**config.mk**
```make
export PLATFORM = sky130hd
export DESIGN_NAME = line_feeder
export DESIGN_NICKNAME = d
export VERILOG_FILES = /design/src/rtl/conv_pkg.sv /design/src/rtl/line_row_buf.sv /design/src/rtl/line_feeder.sv
export SDC_FILE = /design/constraint.sdc
export NUM_CORES = 1
export LEC_CHECK = 0
export ABC_AREA = 1
export BUFFER_PORTS_ARGS = -buffer_cell sky130_fd_sc_hd__buf_4
export CAP_MARGIN = 30
export CORE_MARGIN = 2
export CORE_UTILIZATION = 58
export DETAILED_ROUTE_END_ITERATION = 6
export GPL_ROUTABILITY_DRIVEN = 0
export PLACE_DENSITY = 0.74
export SLEW_MARGIN = 40
export SYNTH_ARGS = -nofsm -noshare
export SYNTH_HDL_FRONTEND = slang
export SYNTH_SLANG_ARGS = --single-unit
```
**constraint.sdc**
```tcl
create_clock -name clk -period 8.1 [get_ports clk]
set_input_delay 0.81 -clock clk [delete_from_list [all_inputs] [get_ports clk]]
set_output_delay 0.81 -clock clk [all_outputs]
set_load 0.02 [all_outputs]
```
**src/rtl/conv_pkg.sv**
```systemverilog
`default_nettype none
// ============================================================================
// Package  : conv_pkg
// Purpose  : Image geometry, feeder state encoding and stride codes shared by
//            the line feeder and the convolve engine.
// Revision : 1.0 - initial release
// ============================================================================
package conv_pkg;

   localparam int BIT_DEPTH = 8;
   localparam int IMG_W     = 28;
   localparam int IMG_H     = 28;

   typedef enum logic [2:0] {
      ST_IDLE   = 3'd0,
      ST_FILL   = 3'd1,
      ST_SERVE  = 3'd2,
      ST_REFILL = 3'd3,
      ST_DONE   = 3'd4
   } feed_state_t;

   localparam logic [1:0] c_stride_2 = 2'd2;

   // Modulo-3 add used to rotate among the three row buffers.
   function automatic logic [1:0] rot3_add(input logic [1:0] a, input logic [1:0] b);
      logic [2:0] s;
      s = {1'b0, a} + {1'b0, b};
      return (s >= 3'd3) ? 2'(s - 3'd3) : s[1:0];
   endfunction

endpackage
`default_nettype wire

```
**src/rtl/line_row_buf.sv**
```systemverilog
`default_nettype none
// ============================================================================
// Module   : line_row_buf
// Purpose  : One image row of storage with a write port and a registered read
//            port that can be forced to zero.
// Revision : 1.0 - initial release
// ============================================================================
module line_row_buf #(
   parameter  int BIT_DEPTH = 8,
   parameter  int IMG_W     = 28,
   localparam int AW        = $clog2(IMG_W)
) (
   input  logic                 clk,
   input  logic                 rst,
   input  logic                 i_wr_en,
   input  logic [AW-1:0]        i_wr_addr,
   input  logic [BIT_DEPTH-1:0] i_wr_data,
   input  logic [AW-1:0]        i_rd_addr,
   input  logic                 i_rd_clr,
   output logic [BIT_DEPTH-1:0] o_rd_data
);

   logic [BIT_DEPTH-1:0] r_mem [IMG_W];

   always_ff @(posedge clk) begin
      if (i_wr_en) begin
         r_mem[i_wr_addr] <= i_wr_data;
      end
   end

   always_ff @(posedge clk) begin
      if (!rst || i_rd_clr) begin
         o_rd_data <= '0;
      end else begin
         o_rd_data <= r_mem[i_rd_addr];
      end
   end

endmodule
`default_nettype wire

```
**src/rtl/line_feeder.sv**
```systemverilog
`default_nettype none
// ============================================================================
// Module   : line_feeder
// Purpose  : Loads a raster image into three rotating row buffers and serves
//            it column by column as 3-row strips with stride 1 or 2.
// Revision : 1.0 - initial release
// ============================================================================
module line_feeder
   import conv_pkg::*;
#(
   parameter int BIT_DEPTH = conv_pkg::BIT_DEPTH,
   parameter int IMG_W     = conv_pkg::IMG_W,
   parameter int IMG_H     = conv_pkg::IMG_H
) (
   input  logic                 clk,
   input  logic                 rst,
   input  logic                 start,
   input  logic [1:0]           stride,
   input  logic [BIT_DEPTH-1:0] pix_in,
   input  logic                 pix_valid,
   output logic                 pix_ready,
   input  logic                 shift_buffer,
   input  logic                 row_done,
   output logic [BIT_DEPTH-1:0] out_l1,
   output logic [BIT_DEPTH-1:0] out_l2,
   output logic [BIT_DEPTH-1:0] out_l3,
   output logic                 strip_ready,
   output logic [4:0]           strip_row,
   output logic                 frame_done
);

   localparam int              AW         = $clog2(IMG_W);
   localparam logic [AW-1:0]   c_last_col = AW'(IMG_W - 1);
   localparam logic [5:0]      c_last_top = 6'(IMG_H - 3);

   feed_state_t          r_state, w_state_nxt;
   logic [1:0]           r_stride_amt;
   logic [4:0]           r_strip_row;
   logic [AW-1:0]        r_col, w_col_nxt;
   logic                 r_blank, w_blank_nxt;
   logic [AW-1:0]        r_fill_col;
   logic [1:0]           r_fill_row;
   logic [1:0]           r_base;
   logic                 w_xfer;
   logic                 w_fill_end;
   logic [1:0]           w_fill_last_row;
   logic [5:0]           w_next_top;
   logic [1:0]           w_wr_sel;
   logic                 w_rd_clr;
   logic [BIT_DEPTH-1:0] w_rd_data [3];

   assign pix_ready   = (r_state == ST_FILL) || (r_state == ST_REFILL);
   assign strip_ready = (r_state == ST_SERVE);
   assign frame_done  = (r_state == ST_DONE);
   assign strip_row   = r_strip_row;

   assign w_xfer          = pix_ready && pix_valid;
   assign w_fill_last_row = (r_state == ST_FILL) ? 2'd2 : (r_stride_amt - 2'd1);
   assign w_fill_end      = w_xfer && (r_fill_col == c_last_col) && (r_fill_row == w_fill_last_row);
   assign w_next_top      = {1'b0, r_strip_row} + {4'd0, r_stride_amt};
   assign w_wr_sel        = rot3_add(r_base, r_fill_row);
   // Output registers are zeroed whenever the next cycle is not a valid column.
   assign w_rd_clr        = (w_state_nxt != ST_SERVE) || w_blank_nxt;

   always_comb begin
      w_state_nxt = r_state;
      w_col_nxt   = r_col;
      w_blank_nxt = r_blank;
      case (r_state)
         ST_IDLE: begin
            if (start) begin
               w_state_nxt = ST_FILL;
            end
         end
         ST_FILL, ST_REFILL: begin
            if (w_fill_end) begin
               w_state_nxt = ST_SERVE;
               w_col_nxt   = '0;
               w_blank_nxt = 1'b0;
            end
         end
         ST_SERVE: begin
            if (row_done) begin
               w_state_nxt = (w_next_top > c_last_top) ? ST_DONE : ST_REFILL;
            end else if (shift_buffer) begin
               if (r_col == c_last_col) begin
                  w_blank_nxt = 1'b1;
               end else begin
                  w_col_nxt = r_col + AW'(1);
               end
            end
         end
         ST_DONE: w_state_nxt = ST_IDLE;
         default: w_state_nxt = ST_IDLE;
      endcase
   end

   always_ff @(posedge clk) begin
      if (!rst) begin
         r_state      <= ST_IDLE;
         r_col        <= '0;
         r_blank      <= 1'b0;
         r_fill_col   <= '0;
         r_fill_row   <= '0;
         r_base       <= '0;
         r_strip_row  <= '0;
         r_stride_amt <= 2'd1;
      end else begin
         r_state <= w_state_nxt;
         r_col   <= w_col_nxt;
         r_blank <= w_blank_nxt;
         if ((r_state == ST_IDLE) && start) begin
            r_stride_amt <= (stride == c_stride_2) ? 2'd2 : 2'd1;
            r_strip_row  <= '0;
            r_fill_col   <= '0;
            r_fill_row   <= '0;
            r_base       <= '0;
         end
         if (w_xfer) begin
            if (r_fill_col == c_last_col) begin
               r_fill_col <= '0;
               r_fill_row <= w_fill_end ? 2'd0 : (r_fill_row + 2'd1);
            end else begin
               r_fill_col <= r_fill_col + AW'(1);
            end
         end
         // Oldest rows were overwritten, so the strip top moves forward by the stride.
         if ((r_state == ST_REFILL) && w_fill_end) begin
            r_base <= rot3_add(r_base, r_stride_amt);
         end
         if ((r_state == ST_SERVE) && row_done && (w_state_nxt == ST_REFILL)) begin
            r_strip_row <= w_next_top[4:0];
         end
      end
   end

   for (genvar g = 0; g < 3; g++) begin : g_row_buf
      line_row_buf #(
         .BIT_DEPTH (BIT_DEPTH),
         .IMG_W     (IMG_W)
      ) u_buf (
         .clk       (clk),
         .rst       (rst),
         .i_wr_en   (w_xfer && (w_wr_sel == 2'(g))),
         .i_wr_addr (r_fill_col),
         .i_wr_data (pix_in),
         .i_rd_addr (w_col_nxt),
         .i_rd_clr  (w_rd_clr),
         .o_rd_data (w_rd_data[g])
      );
   end

   always_comb begin
      out_l1 = w_rd_data[0];
      out_l2 = w_rd_data[1];
      out_l3 = w_rd_data[2];
      case (r_base)
         2'd1: begin
            out_l1 = w_rd_data[1];
            out_l2 = w_rd_data[2];
            out_l3 = w_rd_data[0];
         end
         2'd2: begin
            out_l1 = w_rd_data[2];
            out_l2 = w_rd_data[0];
            out_l3 = w_rd_data[1];
         end
         default: ;
      endcase
   end

endmodule
`default_nettype wire

```
==> summary.txt, run 1 <==
Synth
  • Synth top area cells: edfxtp_1 (63%), nand2_1 (11%), nand3_1 (8.5%), inv_1 (3.3%), dfxtp_1 (3.1%)
  • #FFs+latches synth: 721
  • Share of the synthesized area in the top cell type: 63.41%
  • Seq/Total Area, Yosys: 66.50%
  • Synth Area per Inst: 10.18 um^2
  • Post-synth EDFFs: 672
  • Top FF cell, synth: edfxtp_1
  • Ys async rst share: 0%
  • Syn_nets: 3158
  • Syn Inst Count: 3126
  • Netlist Area Pre-Place: 31820 um^2
  • Synthesis Warnings: 0
  • Number of library cell types mapped by synthesis: 39
  • Synth area leader: edfxtp_1

Placement
  • Post-DP Area: 32570 um^2
  • Post-DP HPWL: 49.26 mm
  • Placed Cells: 3710
  • Dpl ws: 3.120 ns
  • Port buffer count: 47

Job
  • # Max-Cap Violations: 0

Floorplan
  • Die width: 238.2 um
  • Top Ports: 48
  • Initial Util: 58.90%
  • Core area: 54030 um^2
  • Die H: 238.2 um
  • FP Rows: 85
  • Total die area: 56760 um^2

Timing
  • Tcrit/Tclk final: 63.21%
  • Final hold violation count: 0
  • Slew HR: 40.68%
  • Min cycle time layout: 5.120 ns
  • Setup Viol. Count Final: 0
  • Setup tns final: 0 ns
  • Slew Viols, Final: 0
  • Worst-Margin Slew: 0.8898 ns
  • Hold slack: 0.4339 ns
  • Final critical-path setup slack: 2.980 ns
  • Setup Skew: 0.02931 ns
  • RSZ-0062 raised after global routing: false
  • Max Clock Freq: 195.3 MHz

Worst hold path
  • Hold path endpoint: r_stride_amt[0]
  • Hold Crit Start: rst
  • Hold Crit Class: input pin to register
  • Hold Crit Depth: 2

Worst setup path
  • Crit path max fanout: 93
  • Worst path required time: 8.64 ns
  • Setup crit end kind: register
  • CP peak stage delay: 0.72 ns
  • Worst Path Buf+Inv: 3
  • CP delay by family, top: simple AND/OR/NAND/NOR gates
  • Reg2reg setup slack: 2.98 ns
  • Reg2Reg Launch Point: r_fill_col[0]
  • Worst setup SP type: register
  • R2R cell count: 17
  • CP Class: register to register
  • Worst path slowest cell: inv_2
  • Worst EP arrival: 5.66 ns
  • Crit-path cells: ha_1 -> nand2_1 -> inv_1 -> nand2_1 -> nor2_4 -> nand3_2 -> nand2_1 -> nand2_8 -> nand2_8 -> inv_2 -> buf_4 -> nand2_1 -> a21oi_1 -> nor2_1 -> nor2_1 -> nor2_1 -> nor2_1
  • Worst R2R End: g_row_buf[0].u_buf.o_rd_data[3]

Run status
  • Run status: complete, no violations

Route
  • Vias: 22800
  • DRT iter0 DRCs: 2805
  • Final wirelength: 83.75 mm
  • DR vias/cell: 5.929
  • Wirelength per Cell: 21.77 um
  • Drt pass-1 iters: 7
  • ANT nets after route: 0
  • Post-route DRC: 0

Final layout
  • Most frequent cells in the layout: nand2_1 (925), edfxtp_1 (672), nand3_1 (542)
  • Finished Layout Cells: 3846
  • Final instance area: 35060 um^2
  • Nets: 3122
  • Area Growth Syn to Fin: 10.19%
  • Filler cells: 4050
  • Layout cell share with drive strength beyond 1: 6.830%
  • Most common cell after layout, fill and taps aside: nand2_1

Power
  • Leak: 13.52 nW
  • Int Power: 6.232 mW
  • Switching Share: 22.35%
  • Clock Power Share: 42.6%
  • P per Cell Area: 228.9 nW/um^2
  • Worst vdd ir: 0.1774 mV
  • P_sw: 1.794 mW
  • Logic pwr share: 6.6%
  • Seq pwr share: 50.8%

Clock tree
  • Clk sinks: 721
  • Post_cts resized: 0
  • Worst-path clk slew: 0.06 ns
  • Hold-fix buffers, CTS: 0
  • CTS tree: built
  • H-tree levels: 3
  • Clock Root Buffer: clkbuf_16
  • Postcts setup bufs: 0
  • CTS Buf Count: 74
  • Clock Path Buffers: 3
  • Clk Latency, worst-skew pair: 0.62 ns

Global route
  • Vias in the first global route: 22350
  • Gr ovfl total: 0
  • Largest net degree at the start of global routing: 146
  • Initial antenna violation count: 1
  • First-pass GRT wire length: 128.9 mm
  • Total GRT Usage: 29.95%
-- how the worst max path moves through the flow --
stage / start / endpoint / depth (start not counted)
floorplan: r_fill_row[0] / g_row_buf[2].u_buf.r_mem[0][0] / 10
global placement: row_done / g_row_buf[0].u_buf.o_rd_data[3] / 15
detailed placement: r_fill_col[0] / g_row_buf[0].u_buf.o_rd_data[3] / 17
CTS: r_fill_col[0] / g_row_buf[0].u_buf.o_rd_data[3] / 17
global route: r_fill_col[0] / g_row_buf[0].u_buf.o_rd_data[3] / 19
finish: r_fill_col[0] / g_row_buf[0].u_buf.o_rd_data[3] / 17
-- area by class of cell --
class / count / area (um^2) / share of cell area (%)
Antenna cell: 2 / 5.005 / 0.01427
Timing Repair Buffer: 72 / 615.6 / 1.756
Multi-Input combinational cell: 1931 / 8876 / 25.31
Clock buffer: 92 / 2076 / 5.920
Sequential cell: 721 / 21160 / 60.35
Clock inverter: 42 / 369.1 / 1.053
Tap cell: 696 / 870.8 / 2.484
Inverter: 290 / 1091 / 3.112
-- layer usage --
metal  routed length [um]  part of all wire, %  global-route usage (%)
met1                32130                   38                   40.55
met2                39350                   47                   47.12
met3                 8791                   10                   6.016
met4                 3476                  4.2                   13.86
met5                    0                    0                       0
-- per-stage QoR --
stage	util (%)	power, mW
after detailed placement	60.28	4.675
after floorplan	-	4.492
after global routing	64.89	8.256
final	64.90	8.025
after CTS	64.81	8.047
after global placement	60.11	4.655
-- flip-flops by register name, indices dropped and copies added, names as in the netlist, 3 cells and up --
register,flops
g_row_buf.u_buf.r_mem,672
g_row_buf.u_buf.o_rd_data,24
r_col,5
r_fill_col,5
strip_row,5
r_state,3
-- synthesized netlist by cell type (all sizes together) (2+ instances only) --
cell and number:
nand2 932, edfxtp 672, nand3 543, inv 287, nor2 210, nand3b 99, buf 93, clkbuf 91
dfxtp 49, a21oi 46, o21ai 35, o22ai 23, ha 13, nor3 9, xor2 6, clkinv 3
fa 3, nand4 2
-- power by group through the flow --
stage	sequential, mW	clock, mW	combinational [mW]
CTS	4.07	3.45	0.527
global route	4.07	3.60	0.585
global placement	4.15	0	0.503
finish	4.07	3.42	0.532
floorplan	4.15	0	0.341
detailed placement	4.15	0	0.523
-- kinds of logic (layout without fill, tap and decap cells) --
kind of cell	after synthesis	after routing	share of synthesized area (%)
AOI/OAI and AO/OA	112	112	1.927
xor gates and xnor gates	7	7	0.1927
adders and majority gates	16	16	0.6999
buffers and inverters	474	496	6.043
DFF	721	721	66.50
other	0	2	0
and+or+nand+nor	1796	1796	24.64
No activity file was read; power rests on OpenSTA's default activity.
==> run 2: changes to the inputs <==
Clock period 8.1 ns to 5.35 ns, I/O delays scaled along.
==> summary.txt, run 2 (synthesis results as in run 1) <==
Worst setup path
  • Crit-path cells: ha_1 -> nand2_1 -> inv_1 -> nand2_1 -> nor2_4 -> nand3_2 -> nand2_1 -> nand2_8 -> nand2_8 -> buf_4 -> nand2_1 -> nand2_1 -> nand2_1 -> nand2_1 -> nor2_1 -> nor2_1 -> nor2_1 -> nor2_1
  • Worst EP arrival: 5.00 ns
  • Setup crit end kind: register
  • Worst path slowest cell: buf_4
  • Worst path required time: 5.89 ns
  • CP delay by family, top: simple AND/OR/NAND/NOR gates
  • CP Class: register to register
  • Worst Path Buf+Inv: 2
  • Most frequent cell on the critical path: nand2_1
  • Reg2reg setup slack: 0.89 ns
  • Crit path max fanout: 88
  • Worst setup SP type: register
  • CP peak stage delay: 0.61 ns

Clock tree
  • Hold-fix buffers, CTS: 0
  • Clock Path Buffers: 3
  • Worst-path clk slew: 0.06 ns
  • Clk Latency, worst-skew pair: 0.63 ns
  • Clk sinks: 721
  • CTS tree: built
  • Postcts setup bufs: 0
  • Clock Root Buffer: clkbuf_16
  • CTS Buf Count: 73
  • Post_cts resized: 0
  • H-tree levels: 3

Power
  • Leak: 13.63 nW
  • Seq pwr share: 50.8%
  • Logic pwr share: 6.8%
  • Int Power: 9.354 mW
  • P per Cell Area: 344.9 nW/um^2
  • Worst vdd ir: 0.2949 mV
  • P_sw: 2.781 mW
  • Switching Share: 22.91%
  • Pwr Total: 12.13 mW
  • Clock Power Share: 42.4%

Global route
  • Vias in the first global route: 22290
  • First-pass GRT wire length: 129.0 mm
  • Largest net degree at the start of global routing: 97
  • Initial antenna violation count: 1
  • Total GRT Usage: 30.17%
  • Gr ovfl total: 0

Route
  • Wirelength per Cell: 21.85 um
  • ANT nets after route: 0
  • Final wirelength: 84.62 mm
  • Post-route DRC: 0
  • Vias: 23130
  • DRT iter0 DRCs: 2795
  • DR vias/cell: 5.974
  • Drt pass-1 iters: 6

Timing
  • Min cycle time layout: 4.463 ns
  • Setup Viol. Count Final: 0
  • Slew Viols, Final: 0
  • Max Clock Freq: 224.1 MHz
  • RSZ-0062 raised after global routing: false
  • Setup Skew: 0.02142 ns
  • Final hold violation count: 0
  • Slew HR: 45.19%
  • Worst-Margin Slew: 0.8191 ns
  • Tcrit/Tclk final: 83.41%
  • Setup tns final: 0 ns

Placement
  • Post-DP HPWL: 50.50 mm
  • Port buffer count: 47

Final layout
  • Top Registers: g_row_buf.u_buf.r_mem x672, g_row_buf.u_buf.o_rd_data x24
  • Filler cells: 4116
  • Max reg flops: 672
  • Most common cell after layout, fill and taps aside: nand2_1
  • Nets: 3149
  • Area Growth Syn to Fin: 10.56%
  • Most frequent cells in the layout: nand2_1 (926), edfxtp_1 (672), nand3_1 (542)
  • Layout cell share with drive strength beyond 1: 7.307%
  • Largest Register: g_row_buf.u_buf.r_mem

Job
  • # Max-Cap Violations: 0

Floorplan
  • Top Ports: 48
  • Die width: 238.2 um
  • Core area: 54030 um^2
  • Total die area: 56760 um^2
  • Initial Util: 58.90%
  • FP Rows: 85
  • Die H: 238.2 um

Worst hold path
  • Hold Crit Class: input pin to register

Run status
  • Run status: complete, no violations
run 2: routing by layer:
layer  global-route usage [%]  vias to the layer above  share of wire (%)
met5                        0                        -              0.015
met4                    16.23                        2                5.6
met3                    5.437                      248                 10
met2                    46.51                     1328                 46
met1                    41.19                    11070                 39
li1                         -                    10490                  -
run 2: path summary, 6_finish.rpt:
kind                                     from                         endpoint  cells after the start
worst max register to register  r_fill_col[1]  g_row_buf[2].u_buf.o_rd_data[4]                     18
worst min-delay path                      rst                  r_stride_amt[0]                      2
worst min register to register   strip_row[0]                     strip_row[0]                      2
worst max-delay path            r_fill_col[1]  g_row_buf[2].u_buf.o_rd_data[4]                     18
run 2: per-stage QoR:
stage | area (um^2) | hold slack, ns | utilization, % | instances | setup slack [ns]
5_1_grt | 35180 | 0.1542 | 65.11 | 3871 | 0.6849
2_1_floorplan | 31820 | 0.4715 | - | 3126 | 2.375
3_5_place_dp | 32770 | 0.4786 | 60.65 | 3738 | 1.057
4_1_cts | 35160 | 0.1239 | 65.07 | 3871 | 1.027
6_report | 35180 | 0.1452 | 65.12 | 3872 | 0.8874
3_3_place_gp | 32740 | 0.4765 | 60.59 | 3738 | 1.227
run 2: power groups by stage:
| stage | combinational, mW | clock, mW | sequential [mW] |
|---|---|---|---|
| floorplan | 0.516 | 0 | 6.29 |
| global placement | 0.794 | 0 | 6.29 |
| detailed placement | 0.809 | 0 | 6.29 |
| CTS | 0.815 | 5.16 | 6.17 |
| global route | 0.908 | 5.38 | 6.16 |
| finish | 0.828 | 5.14 | 6.17 |
run 2: layout make-up:
type                    count  area (um^2)  share of cell area [%]
clock buffers              90         1922                   5.463
well taps                 696        870.8                   2.475
multi-input cells        1931         8837                   25.12
flip-flops and latches    721        21160                   60.15
clock inverters            43        467.9                   1.330
repair buffers            100        827.0                   2.351
diodes                      1        2.502                0.007113
inverters                 290         1094                   3.108
